[config.mk]
export PLATFORM = sky130hd
export DESIGN_NAME = lsu_master_flat
export DESIGN_NICKNAME = d
export VERILOG_FILES = /design/src/rtl/lsu_pkg.sv /design/src/rtl/lsu_master_if.sv /design/src/rtl/lsu_align.sv /design/src/rtl/lsu_master.sv /design/src/flat_wrapper.sv
export SDC_FILE = /design/constraint.sdc
export NUM_CORES = 1
export LEC_CHECK = 0
export BUFFER_PORTS_ARGS = -buffer_cell sky130_fd_sc_hd__buf_2
export CAP_MARGIN = 20
export CORE_ASPECT_RATIO = 1.2
export CORE_MARGIN = 4
export CORE_UTILIZATION = 49
export DETAILED_ROUTE_END_ITERATION = 16
export PLACE_DENSITY = 0.81
export SETUP_SLACK_MARGIN = 0.05
export SKIP_CTS_REPAIR_TIMING = 1
export SYNTH_ARGS = -nofsm -noshare
export SYNTH_HDL_FRONTEND = slang
export SYNTH_SLANG_ARGS = --single-unit
export TNS_END_PERCENT = 10
[constraint.sdc]
create_clock -name clk -period 1.8 [get_ports clk]
set_input_delay 0.09 -clock clk [delete_from_list [all_inputs] [get_ports clk]]
set_output_delay 0.09 -clock clk [all_outputs]
set_load 0.005 [all_outputs]
[src/rtl/lsu_pkg.sv]
// Shared types and decode helpers for the load/store unit: access-size
// encodings, FSM state encoding, and size/legality/split decode.
package lsu_pkg;

  // Access control encodings driven by the execute stage
  typedef enum logic [2:0] {
    LS_B  = 3'b000,
    LS_H  = 3'b001,
    LS_W  = 3'b010,
    LS_BU = 3'b100,
    LS_HU = 3'b101
  } ls_ctrl_e;

  // Master FSM states
  typedef enum logic [2:0] {
    ST_IDLE    = 3'd0,
    ST_ISSUE0  = 3'd1,
    ST_ISSUE1  = 3'd2,
    ST_CAPTURE = 3'd3,
    ST_DONE    = 3'd4
  } lsu_state_e;

  // Access size in bytes (1, 2 or 4) from ctrl[1:0]
  function automatic logic [2:0] ls_size(input logic [2:0] ctrl);
    case (ctrl[1:0])
      2'b00:   return 3'd1;
      2'b01:   return 3'd2;
      default: return 3'd4;
    endcase
  endfunction

  // Encoding legality: unsigned variants are load-only, 011/11x are reserved
  function automatic logic ls_legal(input logic we, input logic [2:0] ctrl);
    logic ok;
    case (ctrl)
      LS_B, LS_H, LS_W: ok = 1'b1;
      LS_BU, LS_HU:     ok = !we;
      default:          ok = 1'b0;
    endcase
    return ok;
  endfunction

  // An access crosses a word boundary when offset + size exceeds 4
  function automatic logic ls_split(input logic [2:0] ctrl, input logic [1:0] off);
    return ({1'b0, off} + ls_size(ctrl)) > 3'd4;
  endfunction

endpackage

[src/rtl/lsu_master_if.sv]
// Bundle of core-side request/response and memory-side beat signals for the
// load/store unit. The master modport is the LSU view; slave is the view of
// the core plus data memory surrounding it.
interface lsu_master_if #(
  parameter int ADDR_W = 32
);
  logic              req_valid;
  logic              req_ready;
  logic              req_we;
  logic [2:0]        req_ctrl;
  logic [ADDR_W-1:0] req_addr;
  logic [31:0]       req_wdata;
  logic              rsp_valid;
  logic [31:0]       rsp_rdata;
  logic              rsp_err;
  logic              mem_req;
  logic              mem_we;
  logic [ADDR_W-1:0] mem_addr;
  logic [3:0]        mem_be;
  logic [31:0]       mem_wdata;
  logic [31:0]       mem_rdata;

  modport master (
    input  req_valid, req_we, req_ctrl, req_addr, req_wdata, mem_rdata,
    output req_ready, rsp_valid, rsp_rdata, rsp_err,
           mem_req, mem_we, mem_addr, mem_be, mem_wdata
  );

  modport slave (
    output req_valid, req_we, req_ctrl, req_addr, req_wdata, mem_rdata,
    input  req_ready, rsp_valid, rsp_rdata, rsp_err,
           mem_req, mem_we, mem_addr, mem_be, mem_wdata
  );
endinterface

[src/rtl/lsu_align.sv]
// Combinational lane steering for the LSU: byte-enable mask over two words,
// store data shifted into lane position, and load data realigned and
// sign/zero extended from the {beat1, beat0} pair.
module lsu_align
  import lsu_pkg::*;
(
  input  logic [2:0]  i_ctrl,
  input  logic [1:0]  i_offset,
  input  logic [31:0] i_wdata,
  input  logic [31:0] i_rdata_lo,
  input  logic [31:0] i_rdata_hi,
  output logic [7:0]  o_mask,
  output logic [63:0] o_wdata,
  output logic [31:0] o_rdata
);
  logic [7:0]  w_mask_base;
  logic [4:0]  w_shamt;
  logic [31:0] w_rd_shift;

  assign w_shamt = {i_offset, 3'b000};

  // Unshifted enable pattern for the access size
  always_comb begin
    case (ls_size(i_ctrl))
      3'd1:    w_mask_base = 8'h01;
      3'd2:    w_mask_base = 8'h03;
      default: w_mask_base = 8'h0F;
    endcase
  end

  assign o_mask     = w_mask_base << i_offset;
  assign o_wdata    = {32'h0, i_wdata} << w_shamt;
  assign w_rd_shift = 32'({i_rdata_hi, i_rdata_lo} >> w_shamt);

  // Truncate the realigned word to the access size and extend
  always_comb begin
    case (ls_ctrl_e'(i_ctrl))
      LS_B:    o_rdata = {{24{w_rd_shift[7]}}, w_rd_shift[7:0]};
      LS_BU:   o_rdata = {24'h0, w_rd_shift[7:0]};
      LS_H:    o_rdata = {{16{w_rd_shift[15]}}, w_rd_shift[15:0]};
      LS_HU:   o_rdata = {16'h0, w_rd_shift[15:0]};
      default: o_rdata = w_rd_shift;
    endcase
  end
endmodule

[src/rtl/lsu_master.sv]
// Load/store unit master: accepts one request per handshake, issues one or
// two word beats to a 1-cycle-latency memory, and returns a single-cycle
// response. Build option LSU_MISALIGNED_EN enables two-beat word-crossing
// accesses; without it such requests complete with an error and no traffic.
module lsu_master
  import lsu_pkg::*;
#(
  parameter int ADDR_W = 32
) (
  input logic          clk,
  input logic          rst_n,
  lsu_master_if.master bus
);
  lsu_state_e        r_state;
  lsu_state_e        w_state_next;
  logic              r_ready;
  logic              r_we;
  logic [2:0]        r_ctrl;
  logic [ADDR_W-1:0] r_addr;
  logic [31:0]       r_wdata;
  logic              r_rsp_err;
  logic [31:0]       r_rsp_rdata;

  logic              w_accept;
  logic              w_req_split;
  logic              w_req_ok;
  logic              w_issue;
  logic              w_beat1;
  logic [ADDR_W-1:0] w_word0;
  logic [ADDR_W-1:0] w_word1;
  logic [31:0]       w_ld_lo;
  logic [31:0]       w_ld_hi;
  logic [7:0]        w_mask;
  logic [63:0]       w_st_data;
  logic [31:0]       w_ld_ext;

  assign w_accept    = bus.req_valid && r_ready;
  assign w_req_split = ls_split(bus.req_ctrl, bus.req_addr[1:0]);

`ifdef LSU_MISALIGNED_EN
  logic        r_split;
  logic [31:0] r_beat0;

  assign w_req_ok = ls_legal(bus.req_we, bus.req_ctrl);
  assign w_issue  = (r_state == ST_ISSUE0) || (r_state == ST_ISSUE1);
  assign w_beat1  = (r_state == ST_ISSUE1);
  // Split loads hold beat 0 and take beat 1 live from the memory
  assign w_ld_lo  = r_split ? r_beat0 : bus.mem_rdata;
  assign w_ld_hi  = r_split ? bus.mem_rdata : 32'h0;
`else
  assign w_req_ok = ls_legal(bus.req_we, bus.req_ctrl) && !w_req_split;
  assign w_issue  = (r_state == ST_ISSUE0);
  assign w_beat1  = 1'b0;
  assign w_ld_lo  = bus.mem_rdata;
  assign w_ld_hi  = 32'h0;
`endif

  assign w_word0 = {r_addr[ADDR_W-1:2], 2'b00};
  assign w_word1 = w_word0 + ADDR_W'(4);

  lsu_align u_align (
    .i_ctrl     (r_ctrl),
    .i_offset   (r_addr[1:0]),
    .i_wdata    (r_wdata),
    .i_rdata_lo (w_ld_lo),
    .i_rdata_hi (w_ld_hi),
    .o_mask     (w_mask),
    .o_wdata    (w_st_data),
    .o_rdata    (w_ld_ext)
  );

  // Memory beat outputs are quiet (all zero) whenever no beat is issued
  assign bus.mem_req   = w_issue;
  assign bus.mem_we    = w_issue && r_we;
  assign bus.mem_addr  = !w_issue ? '0 : (w_beat1 ? w_word1 : w_word0);
  assign bus.mem_be    = !w_issue ? 4'h0 : (w_beat1 ? w_mask[7:4] : w_mask[3:0]);
  assign bus.mem_wdata = !(w_issue && r_we) ? 32'h0 :
                         (w_beat1 ? w_st_data[63:32] : w_st_data[31:0]);

  assign bus.req_ready = r_ready;
  assign bus.rsp_valid = (r_state == ST_DONE);
  assign bus.rsp_err   = r_rsp_err;
  assign bus.rsp_rdata = r_rsp_rdata;

  // Next-state decode; illegal requests go straight to DONE
  always_comb begin
    w_state_next = r_state;
    case (r_state)
      ST_IDLE: begin
        if (w_accept) w_state_next = w_req_ok ? ST_ISSUE0 : ST_DONE;
      end
      ST_ISSUE0: begin
`ifdef LSU_MISALIGNED_EN
        if (r_split) w_state_next = ST_ISSUE1;
        else         w_state_next = r_we ? ST_DONE : ST_CAPTURE;
`else
        w_state_next = r_we ? ST_DONE : ST_CAPTURE;
`endif
      end
`ifdef LSU_MISALIGNED_EN
      ST_ISSUE1:  w_state_next = r_we ? ST_DONE : ST_CAPTURE;
`endif
      ST_CAPTURE: w_state_next = ST_DONE;
      ST_DONE:    w_state_next = ST_IDLE;
      default:    w_state_next = ST_IDLE;
    endcase
  end

  // State register
  always_ff @(posedge clk or negedge rst_n) begin
    if (!rst_n) r_state <= ST_IDLE;
    else        r_state <= w_state_next;
  end

  // Latch the request fields on accept
  always_ff @(posedge clk or negedge rst_n) begin
    if (!rst_n) begin
      r_we    <= 1'b0;
      r_ctrl  <= 3'b000;
      r_addr  <= '0;
      r_wdata <= 32'h0;
    end else if (w_accept) begin
      r_we    <= bus.req_we;
      r_ctrl  <= bus.req_ctrl;
      r_addr  <= bus.req_addr;
      r_wdata <= bus.req_wdata;
    end
  end

  // Ready follows IDLE one cycle late so it stays low through reset
  always_ff @(posedge clk or negedge rst_n) begin
    if (!rst_n) begin
      r_ready     <= 1'b0;
      r_rsp_err   <= 1'b0;
      r_rsp_rdata <= 32'h0;
    end else begin
      r_ready     <= (w_state_next == ST_IDLE);
      r_rsp_err   <= (r_state == ST_IDLE) && (w_state_next == ST_DONE);
      r_rsp_rdata <= (r_state == ST_CAPTURE) ? w_ld_ext : 32'h0;
    end
  end

`ifdef LSU_MISALIGNED_EN
  // Remember split-ness and hold beat-0 read data across the second beat
  always_ff @(posedge clk or negedge rst_n) begin
    if (!rst_n) begin
      r_split <= 1'b0;
      r_beat0 <= 32'h0;
    end else begin
      if (w_accept) r_split <= w_req_split;
      if (r_state == ST_ISSUE1) r_beat0 <= bus.mem_rdata;
    end
  end
`endif

endmodule

[src/flat_wrapper.sv]
// flat-port wrapper written by rule: the top's interface ports become plain ports
module lsu_master_flat import lsu_pkg::*;
#(
  parameter int ADDR_W = 32
)
  (clk, rst_n, bus_req_valid, bus_req_we, bus_req_ctrl, bus_req_addr, bus_req_wdata, bus_mem_rdata, bus_req_ready, bus_rsp_valid, bus_rsp_rdata, bus_rsp_err, bus_mem_req, bus_mem_we, bus_mem_addr, bus_mem_be, bus_mem_wdata);
  lsu_master_if #(.ADDR_W(ADDR_W)) bus_i ();
  input logic clk;
  input logic rst_n;
  input wire logic [$bits(bus_i.req_valid)-1:0] bus_req_valid;
  input wire logic [$bits(bus_i.req_we)-1:0] bus_req_we;
  input wire logic [$bits(bus_i.req_ctrl)-1:0] bus_req_ctrl;
  input wire logic [$bits(bus_i.req_addr)-1:0] bus_req_addr;
  input wire logic [$bits(bus_i.req_wdata)-1:0] bus_req_wdata;
  input wire logic [$bits(bus_i.mem_rdata)-1:0] bus_mem_rdata;
  output wire logic [$bits(bus_i.req_ready)-1:0] bus_req_ready;
  output wire logic [$bits(bus_i.rsp_valid)-1:0] bus_rsp_valid;
  output wire logic [$bits(bus_i.rsp_rdata)-1:0] bus_rsp_rdata;
  output wire logic [$bits(bus_i.rsp_err)-1:0] bus_rsp_err;
  output wire logic [$bits(bus_i.mem_req)-1:0] bus_mem_req;
  output wire logic [$bits(bus_i.mem_we)-1:0] bus_mem_we;
  output wire logic [$bits(bus_i.mem_addr)-1:0] bus_mem_addr;
  output wire logic [$bits(bus_i.mem_be)-1:0] bus_mem_be;
  output wire logic [$bits(bus_i.mem_wdata)-1:0] bus_mem_wdata;
  assign bus_i.req_valid = bus_req_valid;
  assign bus_i.req_we = bus_req_we;
  assign bus_i.req_ctrl = bus_req_ctrl;
  assign bus_i.req_addr = bus_req_addr;
  assign bus_i.req_wdata = bus_req_wdata;
  assign bus_i.mem_rdata = bus_mem_rdata;
  assign bus_req_ready = bus_i.req_ready;
  assign bus_rsp_valid = bus_i.rsp_valid;
  assign bus_rsp_rdata = bus_i.rsp_rdata;
  assign bus_rsp_err = bus_i.rsp_err;
  assign bus_mem_req = bus_i.mem_req;
  assign bus_mem_we = bus_i.mem_we;
  assign bus_mem_addr = bus_i.mem_addr;
  assign bus_mem_be = bus_i.mem_be;
  assign bus_mem_wdata = bus_i.mem_wdata;
  lsu_master #(.ADDR_W(ADDR_W)) u_core (.clk(clk), .rst_n(rst_n), .bus(bus_i));
endmodule
==> Word level (Yosys, flattened, before mapping) <==
Index checks and enable logic that the tools add are counted.
{ "word_totals": {"reg_bits": 105, "latchBits": 0, "ramBits": 0, "mem_bits_ro": 0, "inputBits": 103, "out_inout_bits": 105, "elab_cells": 55, "n_memories": 0} }
{ "classes": {"add_sub_neg": 1, "multipliers": 0, "n_div": 0, "magnitude_cmp": 1, "eq_ne": 15, "shifts": 3, "mux": 13, "bitwise": 0, "n_reduce_logical": 14} }
{ "op_table": {"columns": ["op", "n"], "rows": [
  ["case mux 32 bit (4 select lines)", 1],
  ["2-to-1 mux 32 bit", 3],
  ["left shift 32 x 5 -> 32 bit", 1],
  ["right shift 32 x 5 -> 32 bit", 1],
  ["equality test 3 bit, second input constant", 6],
  ["equality test 3 x 1 -> 1 bit, second input constant", 4],
  ["logical NOT 3 bit", 4],
  ["case mux 3 bit (2 select lines)", 2],
  ["equality test 3 x 2 -> 1 bit, second input constant", 3],
  ["2-to-1 mux 3 bit", 3],
  ["case mux 3 bit (3 select lines)", 1],
  ["case mux 4 bit (2 select lines)", 1],
  ["equality test 2 x 1 -> 1 bit, second input constant", 2],
  ["logical AND 1 bit", 4],
  ["logical NOT 2 bit", 2],
  ["2-to-1 mux 4 bit", 1],
  ["left shift 4 x 2 -> 4 bit", 1],
  ["adder 2 x 3 -> 3 bit", 1],
  ["> comparator 3 bit, second input constant", 1],
  ["OR reduction 3 bit", 1],
  ["logical NOT 1 bit", 2],
  ["case mux 1 bit (2 select lines)", 1],
  ["OR reduction 2 bit", 1]
]} }

==> Longest topological paths before layout <==
{ "depth": {"word_depth": 11, "depth_mapped": 7, "mapped_depth_nobuf": 7} }

==> By module <==
Synthesis repeated with hierarchy kept, for this count alone.
{ "hier_totals": {"cells_unflattened": 564, "area_unflattened_um2": 6363.6} }
{ "by_module_without_submodules": {"columns": ["module", "instances", "cells_per_inst", "area_each_um2", "seq_area_each_um2"], "rows": [
  ["lsu_master", 1, 322, 4312.9, 2627.5],
  ["lsu_align", 1, 242, 2050.7, 0.0]
]} }

==> Worst setup path after synthesis <==
Ideal clock, no wire load.
{ "synth_path": {"path_kind": "reg2reg", "startpoint": "reg u_core.r_addr[1]", "endpoint": "reg u_core.r_rsp_rdata[16] (netlist: u_core.bus.rsp_rdata[16])", "setup_ns": 0.137, "t_arrival_ns": 1.418, "t_required_ns": 1.663, "setup_slack_ns": 0.245, "path_stages_with_launch": 6, "path_buffers": 2, "synth_period_minus_slack_ns": 1.555, "path_cell_list": "dfrtp_1 -> buf_6 -> mux4_2 -> o2111ai_4 -> buf_6 -> o22ai_1"} }
{ "synth_via": {"elab_chain_cells": 3} }
{ "synth_rtl": {"columns": ["element", "line_no", "rtl"], "rows": [
  ["start: declaration", "lsu_master.sv:19", "logic [ADDR_W-1:0] r_addr;"],
  ["start signal: assignment", "lsu_master.sv:125", "r_addr <= bus.req_addr;"],
  ["right shift 32 x 5 -> 32 bit", "lsu_align.sv:33", "assign w_rd_shift = 32'({i_rdata_hi, i_rdata_lo} >> w_shamt);"],
  ["case mux 32 bit (4 select lines)", "lsu_align.sv:37", "case (ls_ctrl_e'(i_ctrl))"],
  ["2-to-1 mux 32 bit", "lsu_master.sv:139", "r_rsp_rdata <= (r_state == ST_CAPTURE) ? w_ld_ext : 32'h0;"],
  ["end signal: assignment", "lsu_master.sv:139", null],
  ["end: declaration", "lsu_master.sv:22", "logic [31:0] r_rsp_rdata;"]
]} }
No other way between the ends.
A chain may end at the register's enable or synchronous reset.

==> Final worst setup path <==
{ "layout_path": {"startpoint": "reg u_core.r_state[2]", "endpoint": "out bus_mem_addr[14]"} }
{ "layout_via": {"elab_chain_cells": 2} }
{ "layout_rtl": {"columns": ["element", "line_no", "rtl"], "rows": [
  ["start: declaration", "lsu_master.sv:14", "lsu_state_e r_state;"],
  ["start signal: assignment", "lsu_master.sv:112", "else r_state <= w_state_next;"],
  ["equality test 3 x 1 -> 1 bit", "lsu_master.sv:52", "assign w_issue = (r_state == ST_ISSUE0);"],
  ["2-to-1 mux 32 bit", "lsu_master.sv:75", "assign bus.mem_addr = !w_issue ? '0 : (w_beat1 ? w_word1 : w_word0);"],
  ["end: declaration", "flat_wrapper.sv:22", "output wire logic [$bits(bus_i.mem_addr)-1:0] bus_mem_addr;"]
]} }
No other way between the ends.

==> flow_results.xml <==
<?xml version="1.0" encoding="UTF-8"?>
<metrics>
  <group name="cells_and_area">
    <metric name="num-nets-final" unit="">808</metric>
    <metric name="area.growth.synth_to_final" unit="%">46.7</metric>
    <metric name="layout-drive-gt1-share" unit="%">51.6</metric>
    <metric name="mostFrequentLayoutCell" unit="">buf_2</metric>
    <metric name="nFillCells" unit="">682</metric>
    <metric name="layoutNonFillerInstCount" unit="">835</metric>
    <metric name="finalCoreUtilization" unit="%">73.3</metric>
    <metric name="antenna_cells" unit="">0</metric>
    <metric name="most_frequent_cells_in_the_layout" unit="">buf_2, dfrtp_1, mux2_2</metric>
  </group>
  <group name="global_routing">
    <metric name="antenna_found_initial" unit="">0</metric>
    <metric name="all_layer_global_routing_usage" unit="%">22.6</metric>
    <metric name="overflow_after_grt" unit="">0</metric>
    <metric name="wire_length_of_the_first_global_routing_pass" unit="um">21900</metric>
    <metric name="grt_start_max_net_pins" unit="">59</metric>
    <metric name="via_count_of_the_first_global_routing_pass" unit="">4475</metric>
  </group>
  <group name="drt">
    <metric name="vias_per_cell" unit="">5.67</metric>
    <metric name="m1WireLength" unit="um">5900</metric>
    <metric name="detailed_router_iteration_count_before_antenna_repair" unit="">5</metric>
    <metric name="wl_met3" unit="um">1270</metric>
    <metric name="ant_nets" unit="">0</metric>
    <metric name="met2_length" unit="um">8420</metric>
    <metric name="finalWirelength" unit="um">16300</metric>
    <metric name="detailroute.via_count" unit="">4731</metric>
    <metric name="routed_wire_length_per_instance" unit="um">19.5</metric>
    <metric name="drtIter0Drc" unit="">236</metric>
    <metric name="uppermost_layer_routed" unit="">met4</metric>
    <metric name="drcViolationCount" unit="">0</metric>
  </group>
  <group name="clock_network">
    <metric name="clk_root_buffer_cell" unit="">clkbuf_16</metric>
    <metric name="cts_num_sinks" unit="">105</metric>
    <metric name="clockBufferDepth" unit="">2</metric>
    <metric name="cts_buffers" unit="">9</metric>
    <metric name="ctsHtreeMaxLevel" unit="">3</metric>
    <metric name="worst_skew_pair.late_latency" unit="ps">340</metric>
    <metric name="clk_slew_on_worst_s_h_paths" unit="ps">70</metric>
    <metric name="tritoncts" unit="">done</metric>
  </group>
  <group name="sta">
    <metric name="final_clock_period_utilization_by_the_worst_path" unit="%">103</metric>
    <metric name="slew_violations" unit="">0</metric>
    <metric name="rsz0062_at_grt" unit="">yes</metric>
    <metric name="finalHoldViolCount" unit="">7</metric>
    <metric name="max_slew.worst_pin.slew" unit="ps">502</metric>
    <metric name="hold_slack" unit="ps">-12.5</metric>
    <metric name="timing.final.setup_violations" unit="">42</metric>
    <metric name="max_freq" unit="MHz">537</metric>
    <metric name="clock-skew-final" unit="ps">7.08</metric>
    <metric name="max-slew-margin-rel" unit="%">66.5</metric>
    <metric name="finalWorstPathRequiredPeriod" unit="ps">1860</metric>
    <metric name="setup_slack" unit="ps">-61.1</metric>
  </group>
  <group name="hold_path">
    <metric name="worstHoldEndpoint" unit="">u_core.r_wdata[12]</metric>
    <metric name="worst_hold_startpoint" unit="">bus_req_wdata[12]</metric>
    <metric name="worst_min_path_class" unit="">input pin to register</metric>
    <metric name="holdPathStages" unit="">2</metric>
  </group>
  <group name="critical_path">
    <metric name="worst_setup_path_end_kind" unit="">primary output</metric>
    <metric name="ff2ff_path_depth" unit="">5</metric>
    <metric name="crit_path_launch" unit="">u_core.r_state[2]</metric>
    <metric name="cp_slowest_cell" unit="">or3b_4</metric>
    <metric name="critical_path.top_delay_family" unit="">simple AND/OR/NAND/NOR gates</metric>
    <metric name="timing.critical_path.buf_inv" unit="">3</metric>
    <metric name="worstPathArrival" unit="ps">1770</metric>
    <metric name="r2r_start" unit="">u_core.r_addr[1]</metric>
    <metric name="path_max_fanout" unit="">8</metric>
    <metric name="r2r_setup_slack" unit="ps">-30</metric>
    <metric name="critical-path-max-stage-delay" unit="ps">460</metric>
    <metric name="r2r_end" unit="">u_core.bus.rsp_rdata[19]</metric>
    <metric name="worst-endpoint-required" unit="ps">1710</metric>
    <metric name="worstPathCellList" unit="">or3b_4 -&gt; inv_6 -&gt; clkbuf_16 -&gt; and2_1 -&gt; buf_2</metric>
    <metric name="startpoint_type" unit="">register</metric>
    <metric name="worstSetupPathType" unit="">register to primary output</metric>
  </group>
  <group name="synth">
    <metric name="synth.distinct_cells" unit="">46</metric>
    <metric name="synth-seq-area-share" unit="%">50.2</metric>
    <metric name="synth_warnings" unit="">0</metric>
    <metric name="async_reset_ff_share" unit="%">100</metric>
    <metric name="synthFlopType" unit="">dfrtp_1</metric>
    <metric name="synth.top_cells.by_area" unit="">dfrtp_1, mux2_2, mux2i_1</metric>
    <metric name="postSynthAreaPerCell" unit="um^2">11.8</metric>
    <metric name="postSynthCellCount" unit="">443</metric>
    <metric name="synth-edff-count" unit="">0</metric>
    <metric name="synthesis.area" unit="um^2">5230</metric>
    <metric name="ys_seq_elements" unit="">105</metric>
    <metric name="synth_top_cell_area_share" unit="%">50.2</metric>
    <metric name="synth_top_area_cell" unit="">dfrtp_1</metric>
  </group>
  <group name="run_status">
    <metric name="failing_checks" unit="">negative hold slack, negative setup slack</metric>
    <metric name="run_status" unit="">finished with violations</metric>
  </group>
  <group name="floorplanning">
    <metric name="row_count" unit="">41</metric>
    <metric name="io-pin-count" unit="">208</metric>
    <metric name="fp.coreArea" unit="um^2">10500</metric>
    <metric name="design.die.area" unit="um^2">12400</metric>
    <metric name="die_y" unit="um">121</metric>
    <metric name="effective_utilization_at_floorplan" unit="%">50.0</metric>
    <metric name="fp.dieW" unit="um">102</metric>
  </group>
  <group name="flow_run">
    <metric name="maxCapViolations" unit="">0</metric>
  </group>
  <group name="pwr">
    <metric name="power_density" unit="nW/um^2">1290</metric>
    <metric name="cellLeakagePower" unit="nW">3.77</metric>
    <metric name="irDropWorstVdd" unit="V">0.000736</metric>
  </group>
  <group name="placed_design">
    <metric name="post-place-cells" unit="">756</metric>
    <metric name="portBuffers" unit="">205</metric>
    <metric name="place.gp.congestion" unit="">0.871</metric>
    <metric name="dp.final_hpwl" unit="um">10200</metric>
  </group>
</metrics>
power by group:
part           switching, W  internal [W]
Sequential         0.000565       0.00305
Clock              0.000827       0.00110
Combinational       0.00198       0.00236
Total               0.00338       0.00651
metrics by stage:
step	area [um^2]	power, W	worst slack (ps)	setup TNS (ps)	hold slack, ps
2_1_floorplan	5230	0.00595	245	0	-206
3_3_place_gp	6450	0.00696	110	0	105
3_5_place_dp	6450	0.00712	40.5	0	109
4_1_cts	6740	0.00906	-244	-8250	-256
5_1_grt	7670	0.0104	-139	-4520	-12.9
6_report	7670	0.00989	-61.1	-1110	-12.5
worst max-delay path by stage:
stage | to | slack (ps) | depth (start not counted)
floorplan | u_core.bus.rsp_rdata[16] | 240 | 5
detailed placement | u_core.r_state[2] | 40 | 8
global placement | u_core.r_state[2] | 110 | 8
global route | bus_mem_addr[28] | -140 | 5
finish | bus_mem_addr[14] | -60 | 5
CTS | bus_mem_addr[11] | -240 | 5
area by class of cell:
type	instances	area, um^2	area share (%)
clock inverters	3	43.8	0.571
well taps	129	161	2.10
multi-input cells	293	2500	32.6
repair buffers	287	2060	26.9
inverters	7	31.3	0.408
flip-flops and latches	105	2630	34.3
clock buffers	11	243	3.16
cells in the mapped netlist (2+ instances only):
| library cell | n |
|---|---|
| dfrtp_1 | 105 |
| mux2_2 | 74 |
| and2_1 | 39 |
| a211oi_1 | 33 |
| mux2i_1 | 25 |
| nor2_1 | 22 |
| clkbuf_1 | 16 |
| nor2b_1 | 16 |
| buf_2 | 15 |
| nor3_1 | 10 |
| a221oi_1 | 8 |
| a2bb2oi_1 | 8 |
| nand3_1 | 8 |
| o21ai_0 | 8 |
| o22ai_1 | 8 |
| inv_1 | 7 |
| buf_1 | 3 |
| nand2b_1 | 3 |
| nand3b_1 | 3 |
| buf_4 | 2 |
| buf_6 | 2 |
| mux4_2 | 2 |
| nand2_1 | 2 |
| o21ai_1 | 2 |
per-layer routing:
layer / GRT usage, % / vias to the layer above
li1: - / 2107
met1: 27.1 / 2306
met2: 38.3 / 259
met3: 4.26 / 59
met5: 0 / -
met4: 11.3 / 0
state kept, by name, indices dropped and copies added (netlist names):
name,cells
u_core.r_we,1
u_core.bus.rsp_rdata,32
u_core.bus.rsp_err,1
u_core.r_state,3
u_core.r_ctrl,3
u_core.r_addr,32
u_core.bus.req_ready,1
u_core.r_wdata,32
logic make-up (layout without fill, tap and decap cells):
kind of cell    count (synthesis)  count (layout)  synth area share [%]
simple gates                  111             111                  12.1
flops                         105             105                  50.2
mux                           101             101                  21.6
compound gates                 76              76                  11.1
buf+inv                        46             308                  4.11
fa+ha+maj                       2               2                 0.622
other cells                     1               2                0.0717
xor+xnor                        1               1                 0.167
No activity file was read; power rests on OpenSTA's default activity.
